$ cat config.mk
export PLATFORM = sky130hd
export DESIGN_NAME = qhy_mac_stream
export DESIGN_NICKNAME = d
export VERILOG_FILES = /design/src/rtl/qhy_mac_stream.sv
export SDC_FILE = /design/constraint.sdc
export NUM_CORES = 2
export LEC_CHECK = 0
export BUFFER_PORTS_ARGS = -buffer_cell sky130_fd_sc_hd__buf_2
export CAP_MARGIN = 20
export CELL_PAD_IN_SITES_DETAIL_PLACEMENT = 1
export CELL_PAD_IN_SITES_GLOBAL_PLACEMENT = 2
export CORE_AREA = 2 2 459 461
export DETAILED_ROUTE_END_ITERATION = 7
export DIE_AREA = 0 0 461 463
export GPL_TIMING_DRIVEN = 0
export MAX_ROUTING_LAYER = met4
export PLACE_DENSITY = 0.63
export SLEW_MARGIN = 0
export SYNTH_ARGS = -nofsm -noshare
export SYNTH_HDL_FRONTEND = slang
export SYNTH_SLANG_ARGS = --single-unit
$ cat constraint.sdc
create_clock -name clk -period 9 [get_ports clk]
set_input_delay 0.45 -clock clk [delete_from_list [all_inputs] [get_ports clk]]
set_output_delay 0.45 -clock clk [all_outputs]
set_load 0.05 [all_outputs]
$ cat src/rtl/qhy_mac_stream.sv
// Streaming complex MAC: z = sum over N beats of y_k * conj(q_k), valid/ready on input and output.
// Build option: define QHY_MAC_SAT_EN to saturate z on overflow and add the sticky sat_flag output.
module qhy_mac_stream #(
    parameter int W    = 28,
    parameter int N    = 4,
    parameter int FRAC = 0
) (
    input  logic                  clk,
    input  logic                  rst_n,
    input  logic                  clr,
    input  logic                  in_valid,
    output logic                  in_ready,
    input  logic signed [W-1:0]   y_real,
    input  logic signed [W-1:0]   y_imag,
    input  logic signed [W-1:0]   q_real,
    input  logic signed [W-1:0]   q_imag,
    output logic                  out_valid,
    input  logic                  out_ready,
    output logic signed [W-1:0]   z_real,
    output logic signed [W-1:0]   z_imag,
    output logic [$clog2(N)-1:0]  beat_idx
`ifdef QHY_MAC_SAT_EN
    ,
    output logic                  sat_flag
`endif
);
    localparam int CW    = $clog2(N);
    localparam int PW    = 2 * W;
    localparam int PRW   = 2 * W + 1;
    localparam int ACC_W = 2 * W + 1 + CW;
    localparam int HI    = FRAC + W - 1;

    logic signed [PW-1:0]    w_p_rr, w_p_ii, w_p_ir, w_p_ri;
    logic signed [PRW-1:0]   w_pr, w_pi;
    logic signed [ACC_W-1:0] w_sum_re, w_sum_im;
    logic signed [ACC_W-1:0] r_acc_re, r_acc_im;
    logic [CW-1:0]           r_cnt;
    logic                    r_out_valid;
    logic signed [W-1:0]     r_z_re, r_z_im;
    logic                    w_last, w_accept, w_out_fire;

`ifdef QHY_MAC_SAT_EN
    // Overflow when the bits above the output MSB are not a pure sign extension.
    function automatic logic ovf(input logic signed [ACC_W-1:0] s);
        return !((&s[ACC_W-1:HI]) || !(|s[ACC_W-1:HI]));
    endfunction
`endif

    function automatic logic signed [W-1:0] reduce(input logic signed [ACC_W-1:0] s);
`ifdef QHY_MAC_SAT_EN
        if (ovf(s))
            return s[ACC_W-1] ? {1'b1, {(W-1){1'b0}}} : {1'b0, {(W-1){1'b1}}};
`endif
        return s[HI:FRAC];
    endfunction

    // Operands are widened first so every product is exact.
    assign w_p_rr   = PW'(y_real) * PW'(q_real);
    assign w_p_ii   = PW'(y_imag) * PW'(q_imag);
    assign w_p_ir   = PW'(y_imag) * PW'(q_real);
    assign w_p_ri   = PW'(y_real) * PW'(q_imag);
    assign w_pr     = PRW'(w_p_rr) + PRW'(w_p_ii);
    assign w_pi     = PRW'(w_p_ir) - PRW'(w_p_ri);
    assign w_sum_re = r_acc_re + ACC_W'(w_pr);
    assign w_sum_im = r_acc_im + ACC_W'(w_pi);

    // Only the closing beat needs a free output slot; earlier beats of the next vector may proceed.
    assign w_last     = (r_cnt == CW'(N - 1));
    assign in_ready   = !(w_last && r_out_valid && !out_ready);
    assign w_accept   = in_valid && in_ready && !clr;
    assign w_out_fire = r_out_valid && out_ready;

    always_ff @(posedge clk or negedge rst_n) begin
        if (!rst_n) begin
            r_acc_re    <= '0;
            r_acc_im    <= '0;
            r_cnt       <= '0;
            r_out_valid <= 1'b0;
            r_z_re      <= '0;
            r_z_im      <= '0;
        end else begin
            // NOTE: non-blocking assignments let the later capture override the handshake clear below.
            if (w_out_fire)
                r_out_valid <= 1'b0;
            if (clr) begin
                r_acc_re <= '0;
                r_acc_im <= '0;
                r_cnt    <= '0;
            end else if (w_accept) begin
                if (w_last) begin
                    r_z_re      <= reduce(w_sum_re);
                    r_z_im      <= reduce(w_sum_im);
                    r_out_valid <= 1'b1;
                    r_acc_re    <= '0;
                    r_acc_im    <= '0;
                    r_cnt       <= '0;
                end else begin
                    r_acc_re <= w_sum_re;
                    r_acc_im <= w_sum_im;
                    r_cnt    <= r_cnt + CW'(1);
                end
            end
        end
    end

`ifdef QHY_MAC_SAT_EN
    logic r_sat;

    always_ff @(posedge clk or negedge rst_n) begin
        if (!rst_n)
            r_sat <= 1'b0;
        else if (clr)
            r_sat <= 1'b0;
        else if (w_accept && w_last && (ovf(w_sum_re) || ovf(w_sum_im)))
            r_sat <= 1'b1;
    end

    assign sat_flag = r_sat;
`endif

    assign out_valid = r_out_valid;
    assign z_real    = r_z_re;
    assign z_imag    = r_z_im;
    assign beat_idx  = r_cnt;

endmodule
After elaboration in Yosys (flattened, before gate mapping)
Index checks and enable logic that the tools add are counted.
W data, S select, Z words.
- bits in registers: 177
- input bits: 117
- output and inout bits: 60
- word-level logic and storage cells: 40
- add/sub/neg operators: 5
- multipliers: 4
- equal/unequal tests: 1
- multiplexer cells: 13
- bitwise operators: 1
- reductions and logical operators: 10
- operators by type and width (kind ; number):
    $mux W59 ; 6
    $mul A28 B28 Y56 ; 4
    $add A59 B57 Y59 ; 2
    $add A56 B56 Y57 ; 1
    $sub A56 B56 Y57 ; 1
    $mux W2 ; 3
    $logic_and A1 B1 Y1 ; 5
    $mux W1 ; 4
    $logic_not A1 Y1 ; 3
    $reduce_and A3 Y1 ; 1
    $add A2 B1 Y2 const B ; 1
    $eq A2 B2 Y1 const B ; 1
    $reduce_bool A2 Y1 ; 1
    $not A1 Y1 ; 1

Longest topological paths before layout
- depth after elaboration: 8
- depth in mapped cells: 31
- mapped depth without buffers: 29

Worst setup path before layout
No wires, ideal clock.
- kind: input-to-reg
- start: in q_imag[2]
- end: reg r_z_im[26], in the netlist z_imag[26]
- setup time: 0.125 ns
- arrival: 7.708 ns
- required time: 8.875 ns
- path slack: 1.167 ns
- stages: 27
- buffers on the path: 2
- cell sequence: clkbuf_1 > clkbuf_1 > nand2_1 > fa_1 > fa_1 > fa_1 > inv_1 > fa_1 > inv_1 > fa_1 > fa_1 > fa_1 > fa_1 > inv_1 > fa_1 > inv_1 > ha_1 > a21oi_1 > o21ai_0 > a21o_1 > a21oi_1 > nand2_1 > a31o_2 > a221oi_1 > o21ai_0 > xor2_1 > mux2_2
- cells in the longest elaborated chain, start to end: 3
- RTL lines (what ; RTL line ; source):
    start: declaration ; 16 ; input logic signed [W-1:0] q_imag,
    $mul A28 B28 Y56 ; 61 ; assign w_p_ri = PW'(y_real) * PW'(q_imag);
    $sub A56 B56 Y57 ; 63 ; assign w_pi = PRW'(w_p_ir) - PRW'(w_p_ri);
    $add A59 B57 Y59 ; 65 ; assign w_sum_im = r_acc_im + ACC_W'(w_pi);
    end signal: assignment ; 92 ; r_z_im <= reduce(w_sum_im);
    end: declaration ; 39 ; logic signed [W-1:0] r_z_re, r_z_im;
Every way passes these cells.
A chain may end at the register's enable or synchronous reset.

Final worst setup path
- start: in q_imag[0]
- end: reg r_z_re[27], in the netlist z_real[27]
- cells in the longest elaborated chain, start to end: 3
- RTL lines (what ; RTL line ; source):
    $mul A28 B28 Y56 ; 59 ; assign w_p_ii = PW'(y_imag) * PW'(q_imag);
    $add A56 B56 Y57 ; 62 ; assign w_pr = PRW'(w_p_rr) + PRW'(w_p_ii);
    $add A59 B57 Y59 ; 64 ; assign w_sum_re = r_acc_re + ACC_W'(w_pr);
    end signal: assignment ; 91 ; r_z_re <= reduce(w_sum_re);
    end: declaration ; 39 ;
Every way passes these cells.

==> flow_summary_export.csv <==
group,metric,value,unit
grt,pin_count_of_the_biggest_net_entering_global_routing,70,
timing,relSlewSlack,15.63,%
cts,cts.sink_count,115,
timing,timing_max_transition_violations_final,0,
setup_path,timing.setup.critical_path_class,"in2reg",
final_layout,area.growth.synth_to_final,13.13,%
cts,cts.path.max_buffers,2,
cts,htree_levels,4,
grt,first_global_vias,49231,
cts,cts-buffers-inserted,17,
placement,dp.final_hpwl,266.7,mm
cts,cts_tree,"built",
grt,grt_remaining_overflow,0,
timing,maxClockFrequency,112.3,MHz
floorplan,fp.dieW,461,um
timing,period_minus_slack,8.906,ns
yosys,post_synth_main_area_contributors,"fa_1 (48%), ha_1 (11%), inv_1 (10%)",
setup_path,worst-endpoint-required,9.41,ns
floorplan,start_util,26.92,%
final_layout,n_fill_cell,24457,
yosys,synth_seq_area_share,5.126,%
grt,grt_met3_usage,3.843,%
setup_path,critical-path-top-cell-by-count,"fa_1",
hold_path,worst_hold_path_type,"in2reg",
hold_path,hp-start,"clr",
yosys,synth.yosys.warnings,0,
routing,route.antenna.remaining_nets,0,
routing,route.vias.total,44589,
cts,cts_root_buffer,"clkbuf_16",
setup_path,endpoint_kind,"register",
routing,detail_route.wirelength,309.4,mm
grt,global_route_wire_length_before_repair,421.1,mm
floorplan,io-pin-count,177,
final_layout,net_count_of_the_finished_layout,8453,
setup_path,startpoint,"q_imag[0]",
setup_path,worst_setup_path_start_kind,"primary input",
flow_run,drv_cap,0,
setup_path,critPathTopFamily,"adder cells",
cts,clock_input_transition_at_the_sequential_cells_of_the_worst_setup_and_hold_paths,0.07,ns
yosys,ys_async_rst_share,100.0,%
yosys,yosysTopAreaCell,"fa_1",
floorplan,placementRows,168,
yosys,synth_top_area_share,48.29,%
cts,clock_latency,0.53,ns
routing,detail_route.first_pass.iterations,5,
yosys,netlist_instances,6198,
yosys,synth-edff-count,0,
grt,grt-busiest-layer,"met2",
setup_path,critPathBufInv,8,
yosys,ys.flop_type,"dfrtp_1",
grt,groute.layer.met1.usage,38.75,%
floorplan,core-area,208500,um^2
placement,gp_routability_congestion,1.032,
timing,finalHoldViolCount,0,
yosys,mappedNetlistNets,8183,
grt,gr-usage-met2,47.33,%
setup_path,reg2reg_from,"r_acc_re[6]",
setup_path,cp_slowest_stage_delay,0.78,ns
final_layout,drive_above_1_share,7.237,%
timing,worst_clock_skew,0.01625,ns
yosys,synth.distinct_cells,49,
setup_path,crit_path_max_fanout,10,
floorplan,die-height,463,um
final_layout,most_frequent_standard_cell_in_the_layout_excluding_fill_and_tap_cells,"inv_1",
yosys,syn-cell-area,56140,um^2
grt,gr-usage-all-layers,30.22,%
timing,timing.final.setup_violations,0,
placement,portBuffers,143,
placement,dp_cells,9268,
setup_path,crit_path_top_delay_cell,"clkdlybuf4s15_1",
routing,drt_drc_violations_left,0,
timing,transition_at_the_pin_with_the_smallest_max_transition_slack,1.266,ns
timing,timing.final.crit_share,98.96,%
routing,drt_first_iter_violations,3589,
setup_path,crit_arrival,9.32,ns
routing,post_drt_wl_per_cell,33.11,um
final_layout,final_cell_mix,"inv_1 (1,568), fa_1 (1,354), nand2_1 (1,070)",
routing,route.detailed.vias_per_inst,4.772,
grt,initial_antenna_violation_count,80,
yosys,synth.avg_cell_area,9.057,um^2
yosys,yosys_register_bits,115,
floorplan,die_area,213400,um^2
outcome,status,"complete, no violations",
final_layout,fin_cells,9343,
[stage by stage]
stage	utilization [%]	hold slack, ns	setup TNS, ns	cell area (um^2)	worst slack, ns
floorplan	-	0.1544	0	56140	1.167
global placement	28.95	0.4528	-96.05	60360	-2.894
detailed placement	30.02	0.4596	-30.97	62600	-1.570
CTS	30.36	0.07262	0	63300	0.006282
global route	30.41	0.1201	-0.003823	63420	-0.003823
finish	30.46	0.1360	0	63510	0.09378
[sequential cells by signal, summed over array words and instances, names as in the netlist]
| name | flops |
|---|---|
| beat_idx | 2 |
| out_valid | 1 |
| r_acc_im | 28 |
| r_acc_re | 28 |
| z_imag | 28 |
| z_real | 28 |
[cells in the mapped netlist (all sizes together), types with 11 or more instances]
master,count
o21ai,32
fa,1354
buf,11
xnor2,218
xor2,51
mux2,14
a22o,50
dfrtp,115
inv,1568
nor2,27
a21o,19
ha,514
clkbuf,333
and2,700
nand2,1070
a21oi,34
[routing by layer]
layer  part of all wire [%]  up-vias
met5                      0        -
met4                    5.6        0
met3                    6.2      451
met2                     46     1632
met1                     42    24275
li1                       -    18231
[final cells by class]
cell class                 instances  area, um^2  area share [%]
clock inverter                    10       120.1          0.1891
tap                             2805        3510           5.526
inverter                        1568        5886           9.268
sequential                       115        2878           4.531
timing repair buffer             268        2892           4.553
multi-input combinational       4171       46120           72.63
antenna                           57       142.6          0.2246
clock buffer                      22       484.2          0.7625
buffer                           327        1473           2.319
[worst register-to-register path, delay by kind of cell, from the launching register on]
kind / cells / cell delay [ns]
adder cells (fa/ha/maj): 9 / 4.08
flip-flops: 1 / 0.38
buffers and inverters: 6 / 0.32
AND/OR/NAND/NOR: 3 / 0.48
XOR/XNOR: 1 / 0.12
multiplexers: 1 / 0.28
AO/OA/AOI/OAI: 5 / 1.54
[worst paths after layout]
path                            slack, ns     endpoint  depth (start not counted)
worst min-delay path                 0.14  beat_idx[1]                          2
worst max-delay path                 0.09   z_real[27]                         28
worst max register to register       1.70   z_real[27]                         25
min in group asynchronous            0.44   z_real[18]                          2
max in group asynchronous            7.68    z_imag[9]                          3
worst min register to register       0.47   z_imag[17]                          2
[logic make-up after synthesis]
logic type                 count (synthesis)  synth area share, %
AOI/OAI and AO/OA                        176                2.218
xor gates and xnor gates                 269                4.197
adders and majority gates               1868                59.74
buffers and inverters                   1912                12.78
DFF                                      115                5.126
muxes                                     14               0.2808
and+or+nand+nor                         1844                15.65
[repair_timing]
| action | 4_1_cts | 5_1_grt |
|---|---|---|
| buffers inserted | 0 | 0 |
| endpoints found under the hold margin | 46 | 0 |
| endpoints found under the setup margin | 22 | 10 |
| pin swaps | 0 | 0 |
| hold buffers | 1 | 0 |
| gates resized for setup | 65 | 70 |
Power is left out: the tool's default activity adds up to more than one toggle a clock period on the data nets, which glitch-free logic cannot reach.
